--- config.mk ---
export PLATFORM = sky130hd
export DESIGN_NAME = signed_add_arbiter
export DESIGN_NICKNAME = d
export VERILOG_FILES = /design/src/rtl/sadd_arb_pkg.sv /design/src/rtl/rr_arb2.sv /design/src/rtl/signed_add_arbiter.sv
export SDC_FILE = /design/constraint.sdc
export NUM_CORES = 1
export LEC_CHECK = 0
export ABC_AREA = 1
export CORE_MARGIN = 3
export CORE_UTILIZATION = 45
export DETAILED_ROUTE_END_ITERATION = 12
export PLACE_DENSITY = 0.84
export SETUP_SLACK_MARGIN = 0.3
export SYNTH_ARGS = -nofsm -noshare
export SYNTH_HDL_FRONTEND = slang
export SYNTH_HIERARCHICAL = 1
export SYNTH_SLANG_ARGS = --single-unit
--- constraint.sdc ---
create_clock -name clk_i -period 5.1 [get_ports clk_i]
set_input_delay 1.02 -clock clk_i [delete_from_list [all_inputs] [get_ports clk_i]]
set_output_delay 1.02 -clock clk_i [all_outputs]
set_load 0.005 [all_outputs]
--- src/rtl/sadd_arb_pkg.sv ---
// Shared types and constants for signed_add_arbiter: ID width, slot state encoding and
// saturation bounds used when SIGNED_ADD_SAT_EN is defined.
package sadd_arb_pkg;

  localparam int unsigned ID_W = 1;

  typedef enum logic {
    ST_EMPTY = 1'b0,
    ST_FULL  = 1'b1
  } state_e;

  // Largest value representable in a wl-bit two's complement word.
  function automatic int sat_max(input int unsigned wl);
    return (1 << (wl - 1)) - 1;
  endfunction

  // Smallest value representable in a wl-bit two's complement word.
  function automatic int sat_min(input int unsigned wl);
    return -(1 << (wl - 1));
  endfunction

endpackage

--- src/rtl/rr_arb2.sv ---
// Two-way round-robin grant: with both requests present, prio_i picks the winner.
// The priority pointer itself lives in the parent.
module rr_arb2 (
  input  logic [1:0] req_i,
  input  logic       en_i,
  input  logic       prio_i,
  output logic [1:0] gnt_o,
  output logic       gnt_id_o
);

  always_comb begin
    gnt_o    = 2'b00;
    gnt_id_o = 1'b0;
    if (en_i) begin
      unique case (req_i)
        2'b01: begin
          gnt_o    = 2'b01;
          gnt_id_o = 1'b0;
        end
        2'b10: begin
          gnt_o    = 2'b10;
          gnt_id_o = 1'b1;
        end
        2'b11: begin
          gnt_o    = prio_i ? 2'b10 : 2'b01;
          gnt_id_o = prio_i;
        end
        default: ;
      endcase
    end
  end

endmodule

--- src/rtl/signed_add_arbiter.sv ---
// One signed adder shared by two requesters behind a round-robin grant and a single result
// slot. Define SIGNED_ADD_SAT_EN to clamp the sum to the WL-bit range and flag res_ovf_o.
module signed_add_arbiter
  import sadd_arb_pkg::*;
#(
  parameter int unsigned WL = 15
) (
  input  logic                  clk_i,
  input  logic                  rst_i,
  input  logic [1:0]            req_vld_i,
  output logic [1:0]            req_rdy_o,
  input  logic [WL-1:0]         a0_i,
  input  logic [WL-1:0]         b0_i,
  input  logic [WL-1:0]         a1_i,
  input  logic [WL-1:0]         b1_i,
  output logic                  res_vld_o,
  input  logic                  res_rdy_i,
  output logic [WL:0]           res_sum_o,
  output logic [ID_W-1:0]       res_id_o,
  output logic                  res_ovf_o
);

  state_e            state_q, state_d;
  logic              prio_q, prio_d;
  logic [WL:0]       sum_q, sum_d;
  logic [ID_W-1:0]   id_q, id_d;

  logic              free;
  logic              gnt_any;
  logic [1:0]        gnt;
  logic              gnt_id;
  logic [WL-1:0]     a_sel, b_sel;
  logic signed [WL:0] sum_full;
  logic signed [WL:0] sum_res;

  // Slot can take a new result when empty or when the current one leaves this cycle.
  assign free = (state_q == ST_EMPTY) || res_rdy_i;

  rr_arb2 u_rr_arb2 (
    .req_i    (req_vld_i),
    .en_i     (free),
    .prio_i   (prio_q),
    .gnt_o    (gnt),
    .gnt_id_o (gnt_id)
  );

  assign gnt_any   = |gnt;
  assign req_rdy_o = gnt;

  assign a_sel    = gnt_id ? a1_i : a0_i;
  assign b_sel    = gnt_id ? b1_i : b0_i;
  assign sum_full = {a_sel[WL-1], a_sel} + {b_sel[WL-1], b_sel};

`ifdef SIGNED_ADD_SAT_EN
  localparam logic signed [WL:0] SatHi = (WL+1)'(sat_max(WL));
  localparam logic signed [WL:0] SatLo = (WL+1)'(sat_min(WL));

  logic ovf_d, ovf_q;

  always_comb begin
    sum_res = sum_full;
    ovf_d   = 1'b0;
    if (sum_full > SatHi) begin
      sum_res = SatHi;
      ovf_d   = 1'b1;
    end else if (sum_full < SatLo) begin
      sum_res = SatLo;
      ovf_d   = 1'b1;
    end
  end

  always_ff @(posedge clk_i or posedge rst_i) begin
    if (rst_i) begin
      ovf_q <= 1'b0;
    end else if (gnt_any) begin
      ovf_q <= ovf_d;
    end
  end

  assign res_ovf_o = ovf_q;
`else
  assign sum_res   = sum_full;
  assign res_ovf_o = 1'b0;
`endif

  always_comb begin
    state_d = state_q;
    prio_d  = prio_q;
    sum_d   = sum_q;
    id_d    = id_q;
    if (gnt_any) begin
      state_d = ST_FULL;
      prio_d  = ~gnt_id;
      sum_d   = sum_res;
      id_d    = gnt_id;
    end else if ((state_q == ST_FULL) && res_rdy_i) begin
      // Result drained with nothing to replace it; sum/id keep their last value.
      state_d = ST_EMPTY;
    end
  end

  always_ff @(posedge clk_i or posedge rst_i) begin
    if (rst_i) begin
      state_q <= ST_EMPTY;
      prio_q  <= 1'b0;
      sum_q   <= '0;
      id_q    <= '0;
    end else begin
      state_q <= state_d;
      prio_q  <= prio_d;
      sum_q   <= sum_d;
      id_q    <= id_d;
    end
  end

  assign res_vld_o = (state_q == ST_FULL);
  assign res_sum_o = sum_q;
  assign res_id_o  = id_q;

endmodule

**Word-level counts from Yosys, hierarchy flattened**

Index checks and enable logic that the tools add are counted.

- Logic and storage cells: 23
- Bits of input ports: 65
- Register bits: 19

- Bitwise operators: 2
- Reduce and logical (&&, ||, !) cells: 4
- Add/sub/neg operators: 1
- Equal/unequal tests: 3
- Mux-type cells: 9

Operators by type and width:

| cell | count |
|---|---|
| two-way mux 15 bit | 2 |
| adder 15 x 15 -> 16 bit | 1 |
| one-hot mux 2 bit (3 select lines) | 1 |
| == test 2 bit (second input constant) | 2 |
| two-way mux 2 bit | 2 |
| two-way mux 1 bit | 3 |
| == test 2 x 1 -> 1 bit (second input constant) | 1 |
| NOT 1 bit | 2 |
| one-hot mux 1 bit (2 select lines) | 1 |
| nonzero test 2 bit | 1 |
| OR reduction 2 bit | 1 |
| logical AND 1 bit | 1 |
| logical OR 1 bit | 1 |

**Logic depth before layout (Yosys ltp)**

- Word-level depth: 5
- Gate-level depth with buffers: 20
- Mapped depth without buffers: 18

**Hierarchy**

The synthesis kept the hierarchy.

Modules (own cells, without submodules):

| module | seq. area each (um^2) | cells each | area each (um^2) | times used |
|---|---|---|---|---|
| signed_add_arbiter | 475.5 | 355 | 2021.9 | 1 |
| rr_arb2 | 0.0 | 6 | 26.3 | 1 |

**Least setup slack after synthesis**

Ideal clock, no wire load.

- Path kind: input to register
- Start point: in res_rdy_i
- End point: reg sum_q[12] (netlist: res_sum_o[12])
- Setup time: 117 ps
- Path buffers: 2
- Data required time: 4983 ps
- Cell stages on the path: 20
- Data arrival time: 2938 ps
- Setup slack: 2044 ps
- Path through: inv_1 > nand2_1 > nand2_1 > a21oi_1 > inv_1 > buf_2 > buf_2 > nand2_1 > nand2_1 > ha_1 > inv_1 > fa_1 > inv_1 > nand3_1 > nand3_1 > nand3_1 > nand3_1 > nand2_1 > nand3_1 > nand2_1

- Cells in the longest elaborated chain, start to end: 4
- Elaborated cells between the ends (all ways): 7
- Those cells by class: 1 x add/sub; 4 x mux; 2 x reduce/logical

RTL lines:

| element | line | source |
|---|---|---|
| from (decl) | signed_add_arbiter.sv:17 | `input logic res_rdy_i,` |
| logical OR 1 bit (*) | signed_add_arbiter.sv:37 | `assign free = (state_q == ST_EMPTY) \|\| res_rdy_i;` |
| net free | signed_add_arbiter.sv:28 | `logic free;` |
| two-way mux 1 bit (*) | rr_arb2.sv:14 | `if (en_i) begin` |
| net gnt_id | signed_add_arbiter.sv:31 | `logic gnt_id;` |
| two-way mux 15 bit (on tied branches) | signed_add_arbiter.sv:50, signed_add_arbiter.sv:51 |  |
| adder 15 x 15 -> 16 bit (*) | signed_add_arbiter.sv:52 | `assign sum_full = {a_sel[WL-1], a_sel} + {b_sel[WL-1], b_sel};` |
| to (signal assigned) | signed_add_arbiter.sv:111 | `sum_q <= sum_d;` |
| to (decl) | signed_add_arbiter.sv:25 | `logic [WL:0] sum_q, sum_d;` |

The timed path passes the listed nets; every way through them passes the cells marked *.
A chain may end at the register's enable or synchronous reset.

**Worst setup path in the final report**

- Start point: in res_rdy_i
- End point: reg sum_q[5] (netlist: res_sum_o[5])

The elaborated chain is that of the path after synthesis.

==> impl_results.md <==
- Status: completed
- Fin nets: ~520
- Design Power: roughly 1.1 mW
- Fraction of layout cells with a size suffix above 1: 0.0454
- Core footprint: between 4000 and 5000 sq um
- Slew Viols, Final: 0
- Vias in the first global route: approximately 2100
- Hold Crit Depth: 2
- CP Launch Type: input port
- Adder-cell share of the synthesized area: 0.101
- TritonRoute pass-1 iters: 4
- R2r setup slk: roughly 2.2 ns
- Global placer's final weighted congestion: 0.942
- Vias/cell: between 4 and 5
- Skew-Pair Late Insertion Delay: 0.25 ns
- Max_slew headroom: 0.426
- Hold_buf cts: 0
- DP Area: roughly 2900 sq um
- Sw Pwr: between 400 and 500 uW
- Post-CTS setup buffers: 0
- Synth area leader: nand2_1
- XOR/XNOR share of the synthesized area: 0.00855
- CTS tree: yes
- Clk buf depth: 2
- Post-synth net total: roughly 440
- Period utilization: 0.737
- Fin crit period: between 3 and 4 ns
- Routed WL per cell: about 10 um
- Die Y: between 70 and 80 um
- Fillcell total: 380
- Internal power: 612 uW
- CTS sink count: 19
- Endpoint class of the critical path: flip-flop
- H-tree levels: 1
- Sequential fraction of the synthesis area: 0.232
- Reg2reg end: res_sum_o[5]
- Final std cells w/o fill: 491
- Max_cap viols: 0
- Gr ovfl total: 0
- Final setup vio count: 0
- Combinational Power Share: 0.657
- Total number of vias: about 2400
- Post_cts resized: 0
- Clock root buffer: clkbuf_8
- Worst-Margin Slew: between 0.8 and 0.9 ns
- Worst hold path type: flip-flop to flip-flop
- Critical setup path kind: input port to flip-flop
- Multiplexer share of the synthesized area: 0
- Seq pwr share: 0.248
- Finished layout cell area: roughly 3000 sq um
- CTS clk-pin slew, worst paths: around 0.07 ns
- Peak VDD IR: roughly 0.13 mV
- Total track usage: 0.198
- Initial antenna violation count: 0
- Initial Utilization: 0.487
- Post-Syn Area: about 2000 sq um
- Largest net degree at the start of global routing: 33
- Data arrival time of the critical path: between 3 and 4 ns
- Commonest non-fill, non-tap cell in the layout: nand2_1
- # port buffers: 84
- Compound-Gate Fraction of Synth Area: 0.0458
- Crit path max fanout: 32
- I/O pin total: 86
- DRT antenna net count: 0
- CP required: between 5 and 6 ns
- Post-synth EDFFs: 0
- Simple-gate share of the synthesized area: 0.500
- Detail Placement HPWL: roughly 4300 um
- Fin. Hold Viols: 0
- Clock power share: 0.095
- Cells after Synth: ~360
- Worst R2R Start: res_vld_o
- Total CTS buffers: 3
- Final setup TNS: 0 ns
- Die width: between 70 and 80 um
- Pwr Density: approximately 360 nW/um^2
- HP Start: res_sum_o[0]
- Placed cell count: ~490
- Hold EP: res_sum_o[0]
- Initial DRC count: 119
- Top FF cell, synth: dfrtp_1
- Number of remaining DRC errors: 0
- Leak: 1.64 nW
- Hold slack: between 0.4 and 0.5 ns
- Mean post-synth cell area: 5.67 sq um
- Net Sw Frac: 0.423
- Diodes inserted: 0
- Main area contributors after synthesis: nand2_1, dfrtp_1, ha_1
- Area delta synth->final: 44.8%
- Most frequent cells in the layout: nand2_1, clkdlybuf4s50_1, inv_1
- Post-synth top area share: 0.361
- Layout Skew: between 0.0003 and 0.0004 ns
- RSZ-0062 raised after global routing: no
- Synth cell types: 27
- Fraction of registers with async set/reset: 1.00
- First-pass GRT wire length: between 8000 and 9000 um
- Num rows: 23
- Die ar.: about 5400 sq um
- Final wirelength: 5020 um
- Yosys reg bits: 19
- R2r worst-path depth: 17
- Main combinational cell family by area after synthesis: simple AND/OR/NAND/NOR gates
- Synthesis Warnings: 6
- F_max: roughly 270 MHz
-- critical path: stages --
cell	delay (ns)
clkdlybuf4s50_1	0.45
inv_1	0.03
nand2_1	0.09
nand2_1	0.09
a21oi_2	0.11
buf_4	0.30
inv_1	0.07
buf_4	0.23
or2_2	0.29
o21ai_0	0.16
inv_1	0.09
ha_1	0.30
nand2_1	0.07
nand2_1	0.09
nand3_1	0.10
nand2_2	0.07
or2_0	0.21
nand3_1	0.07
nand2_1	0.06
-- flip-flops by register name, indices dropped and copies added (netlist names) --
name / cells
prio_q: 1
res_id_o: 1
res_sum_o: 16
res_vld_o: 1
-- metal layers --
| metal | part of all wire | global-route usage | vias up |
|---|---|---|---|
| met2 | 0.48 | 0.359 | 98 |
| li1 | - | - | 1253 |
| met5 | 0 | 0 | - |
| met3 | 0.095 | 0.0205 | 4 |
| met4 | 0.0060 | 0.0402 | 0 |
| met1 | 0.42 | 0.251 | 1003 |
-- cell usage after synthesis (all sizes together), types with 2 or more instances --
| master | n |
|---|---|
| a21oi | 10 |
| nand4 | 2 |
| inv | 47 |
| clkbuf | 4 |
| nand3b | 2 |
| ha | 15 |
| nand3 | 23 |
| nor2 | 11 |
| o21ai | 8 |
| nand2 | 201 |
| or2 | 6 |
| buf | 6 |
| dfrtp | 19 |
| nor3 | 3 |
-- layout make-up --
cell class,instances,area (sq um),area share
Timing Repair Buffer,86,856,0.288
Inverter,47,176,0.0595
Tap cell,50,62.6,0.0211
Multi-Input combinational cell,285,1350,0.455
Clock buffer,3,41.3,0.0139
Sequential cell,19,475,0.160
Clock inverter,1,5.00,0.00169
-- power by group through the flow --
stage,Clock [mW],Combinational [mW],Sequential (mW)
after floorplan,0,0.410,0.267
after global routing,0.108,0.801,0.271
after global placement,0,0.680,0.261
final,0.101,0.697,0.263
after CTS,0.104,0.699,0.263
after detailed placement,0,0.696,0.266
-- logic make-up after synthesis --
kind of cell    count (synthesis)
simple gates                  248
buf+inv                        57
flops                          19
compound gates                 18
fa+ha+maj                      16
xor+xnor                        2
other cells                     1
-- worst max-delay path by stage --
stage,start,endpoint,slack (ns),cells past startpoint
2_1_floorplan,res_rdy_i,res_sum_o[12],2.04,20
3_3_place_gp,res_rdy_i,res_sum_o[7],1.20,19
3_5_place_dp,res_rdy_i,res_sum_o[5],1.06,19
4_1_cts,res_rdy_i,res_sum_o[5],1.31,19
5_1_grt,res_rdy_i,res_sum_o[15],0.98,21
6_report,res_rdy_i,res_sum_o[5],1.34,19
-- metrics by stage --
stage                util  setup WS [ns]
floorplan               -           2.04
global placement    0.695           1.20
detailed placement  0.695           1.06
CTS                 0.706           1.31
global route        0.706          0.984
finish              0.706           1.34
Power figures use the tool's default switching activity.
==> edit, RTL diff (same flow settings) <==
`WL`: 15 -> 30.
--- a/src/rtl/signed_add_arbiter.sv
+++ b/src/rtl/signed_add_arbiter.sv
@@ -3,7 +3,7 @@
 module signed_add_arbiter
   import sadd_arb_pkg::*;
 #(
-  parameter int unsigned WL = 15
+  parameter int unsigned WL = 30
 ) (
   input  logic                  clk_i,
   input  logic                  rst_i,
Ports: changed (5 resized); port bits go from 86 to 161. No check against the original RTL was run, so the function may have changed too.
==> edit against the original RTL <==
Power up 110%. Routed wire length is 130% higher. Register-to-register slack got worse by 0.04 ns. Synthesized cell count up 120%. Sequential cell count is 15 higher. Final area increased by 110%. Synthesized area increased by 110%. Worst setup slack worse by 0.0077 ns. Critical path type unchanged. Critical endpoint is now res_sum_o[28]. Largest power group unchanged. Highest routed layer unchanged.
==> edit: results (changes against the original RTL) <==
[power]
p_leak_nw = 3.375  ; was 1.643 nW
p_sw_share_pct = 45.35  ; was 42.31%
irDropWorstVdd_v = 0.0001733  ; was 0.0001314 V

[yosys]
syn_nets = 941  ; was 442
synth_xor_area_share_pct = 2.866  ; was 0.8552%
synthMuxAreaShare_pct = 0  ; unchanged
synthTopCellsByArea = nand2_1 (37%), dfrtp_1 (20%), ha_1 (8.8%)  ; was nand2_1 (36%), dfrtp_1 (23%), ha_1 (9.2%)
synth.yosys.warnings = 6  ; unchanged
synthArstFlopShare_pct = 100.0  ; unchanged
synthFlopType = dfrtp_1  ; unchanged
synthAdderAreaFrac_pct = 9.242  ; was 10.14%
synth-compound-area-share_pct = 5.323  ; was 4.582%
netlist_top_cells_count = nand2_1 (426), inv_1 (98), nand3_1 (39)  ; was nand2_1 (197), inv_1 (47), nand3_1 (21)
yosysSeqAreaShare_pct = 19.89  ; was 23.21%
synth_cell_types = 31  ; was 27

[cts]
clockBufferDepth = 2  ; unchanged
root_buffer = clkbuf_8  ; unchanged
cts_buffers = 5  ; was 3
cts_max_level = 2  ; was 1
clkLatencyLatePin_ns = 0.28  ; was 0.25 ns
ctsResizeCount = 0  ; unchanged
cts.clk_slew.worst_paths_ns = 0.06
post_cts_buffers = 0  ; unchanged

[critical_path]
worstPathMaxFanout = 61  ; was 32
cpPeakStageDelay_ns = 0.45  ; about the same
cpLargestDelayFamily = simple AND/OR/NAND/NOR gates  ; was buffers and inverters
crit_slowest_cell = clkdlybuf4s50_1  ; unchanged

[route]
drtPass1Iterations = 5  ; was 4
vias = 4948  ; was 2358
drtIter0Drc = 295  ; was 119
wirelength_mm = 11.70  ; was 5.024 mm

[global_route]
grt_usage_pct = 21.24  ; was 19.79%
grt_pass1_vias = 4434  ; was 2127
grt_max_degree = 62  ; was 33
antenna_found_initial = 0  ; unchanged
grt_pass1_wl_mm = 19.55  ; was 8.825 mm

[placement]
detailed_place_hpwl_mm = 9.885  ; was 4.292 mm
port_buffers = 159  ; was 84
gp_congestion = 0.9423  ; unchanged

[final_layout]
fill_cells = 841  ; was 380
largest_register_ffs = 31  ; was 16
n_antenna_cell = 0  ; unchanged
final_layout_size_suffix_gt1_share_pct = 4.803  ; was 4.535%
nNetsFinal = 1092  ; was 523

[timing]
hold_viol = 0  ; unchanged
relSlewSlack_pct = 61.57  ; was 42.63%
skew_ns = 0.005748  ; was 0.0003002 ns

[run_status]
status = complete, no violations  ; unchanged

[worst_hold_path]
worstHoldPathType = register to register  ; unchanged

[edit: layout make-up]
cell class / instances / share of cell area (%)
Timing Repair Buffer: 164 / 26.76
Clock buffer: 7 / 1.418
Multi-Input combinational cell: 628 / 48.82
Clock inverter: 1 / 0.08222
Inverter: 103 / 6.351
Sequential cell: 34 / 13.98
Tap cell: 126 / 2.590
[edit: path summary, 6_finish.rpt]
path,from,endpoint,slack (ns),cells after the start
max,res_rdy_i,res_sum_o[28],1.33,19
min reg2reg,res_sum_o[1],res_sum_o[1],0.48,2
max reg2reg,res_vld_o,res_sum_o[28],2.16,17
min,res_sum_o[1],res_sum_o[1],0.48,2
max in group asynchronous,rst_i,res_sum_o[24],3.67,3
min in group asynchronous,rst_i,res_sum_o[23],1.13,3
[edit: worst reg2reg max path: stages (launching register included)]
cell	delay, ns
dfrtp_1	0.37
nand2_1	0.10
nand2_1	0.11
a21oi_4	0.16
clkinv_1	0.09
buf_4	0.29
nand2_1	0.14
nand2_1	0.06
ha_1	0.24
fa_1	0.45
nand3_1	0.13
nand3_1	0.13
nand3_1	0.11
nand3_2	0.11
nand2_1	0.11
nand3_1	0.08
nand3_1	0.09
nand2_1	0.06
[edit: stage by stage]
step / cells / setup WS, ns / hold WS (ns) / utilization (%) / instance area [µm²]
2_1_floorplan: 785 / 1.640 / 0.4724 / - / 4278
3_3_place_gp: 1055 / 1.143 / 0.4616 / 66.80 / 5996
3_5_place_dp: 1055 / 1.053 / 0.4657 / 66.80 / 5996
4_1_cts: 1063 / 1.311 / 0.4835 / 67.81 / 6087
5_1_grt: 1063 / 1.058 / 0.5047 / 67.81 / 6087
6_report: 1063 / 1.332 / 0.4792 / 67.81 / 6087
[edit: power by group through the flow]
| stage | Sequential [W] | Combinational, W | Clock, W |
|---|---|---|---|
| floorplan | 0.000483 | 0.000919 | 0 |
| global placement | 0.000475 | 0.00151 | 0 |
| detailed placement | 0.000479 | 0.00152 | 0 |
| CTS | 0.000476 | 0.00153 | 0.000204 |
| global route | 0.000491 | 0.00173 | 0.000214 |
| finish | 0.000475 | 0.00153 | 0.000199 |
[edit: kinds of logic (layout without fill, tap and decap cells)]
group	after synthesis	count (layout)
flip-flops	34	34
AND/OR/NAND/NOR	539	539
adder cells (fa/ha/maj)	31	31
buffers and inverters	123	275
XOR/XNOR	14	14
other	1	1
AO/OA/AOI/OAI	43	43
[edit: routing by layer]
metal / up-vias / wire length [µm] / part of all wire, % / GRT usage [%]
met5: - / 0 / 0 / 0
met4: 0 / 102 / 0.87 / 4.274
met3: 11 / 790 / 6.8 / 3.420
met2: 161 / 5141 / 44 / 34.30
met1: 2090 / 5663 / 48 / 30.17
li1: 2686 / - / - / -
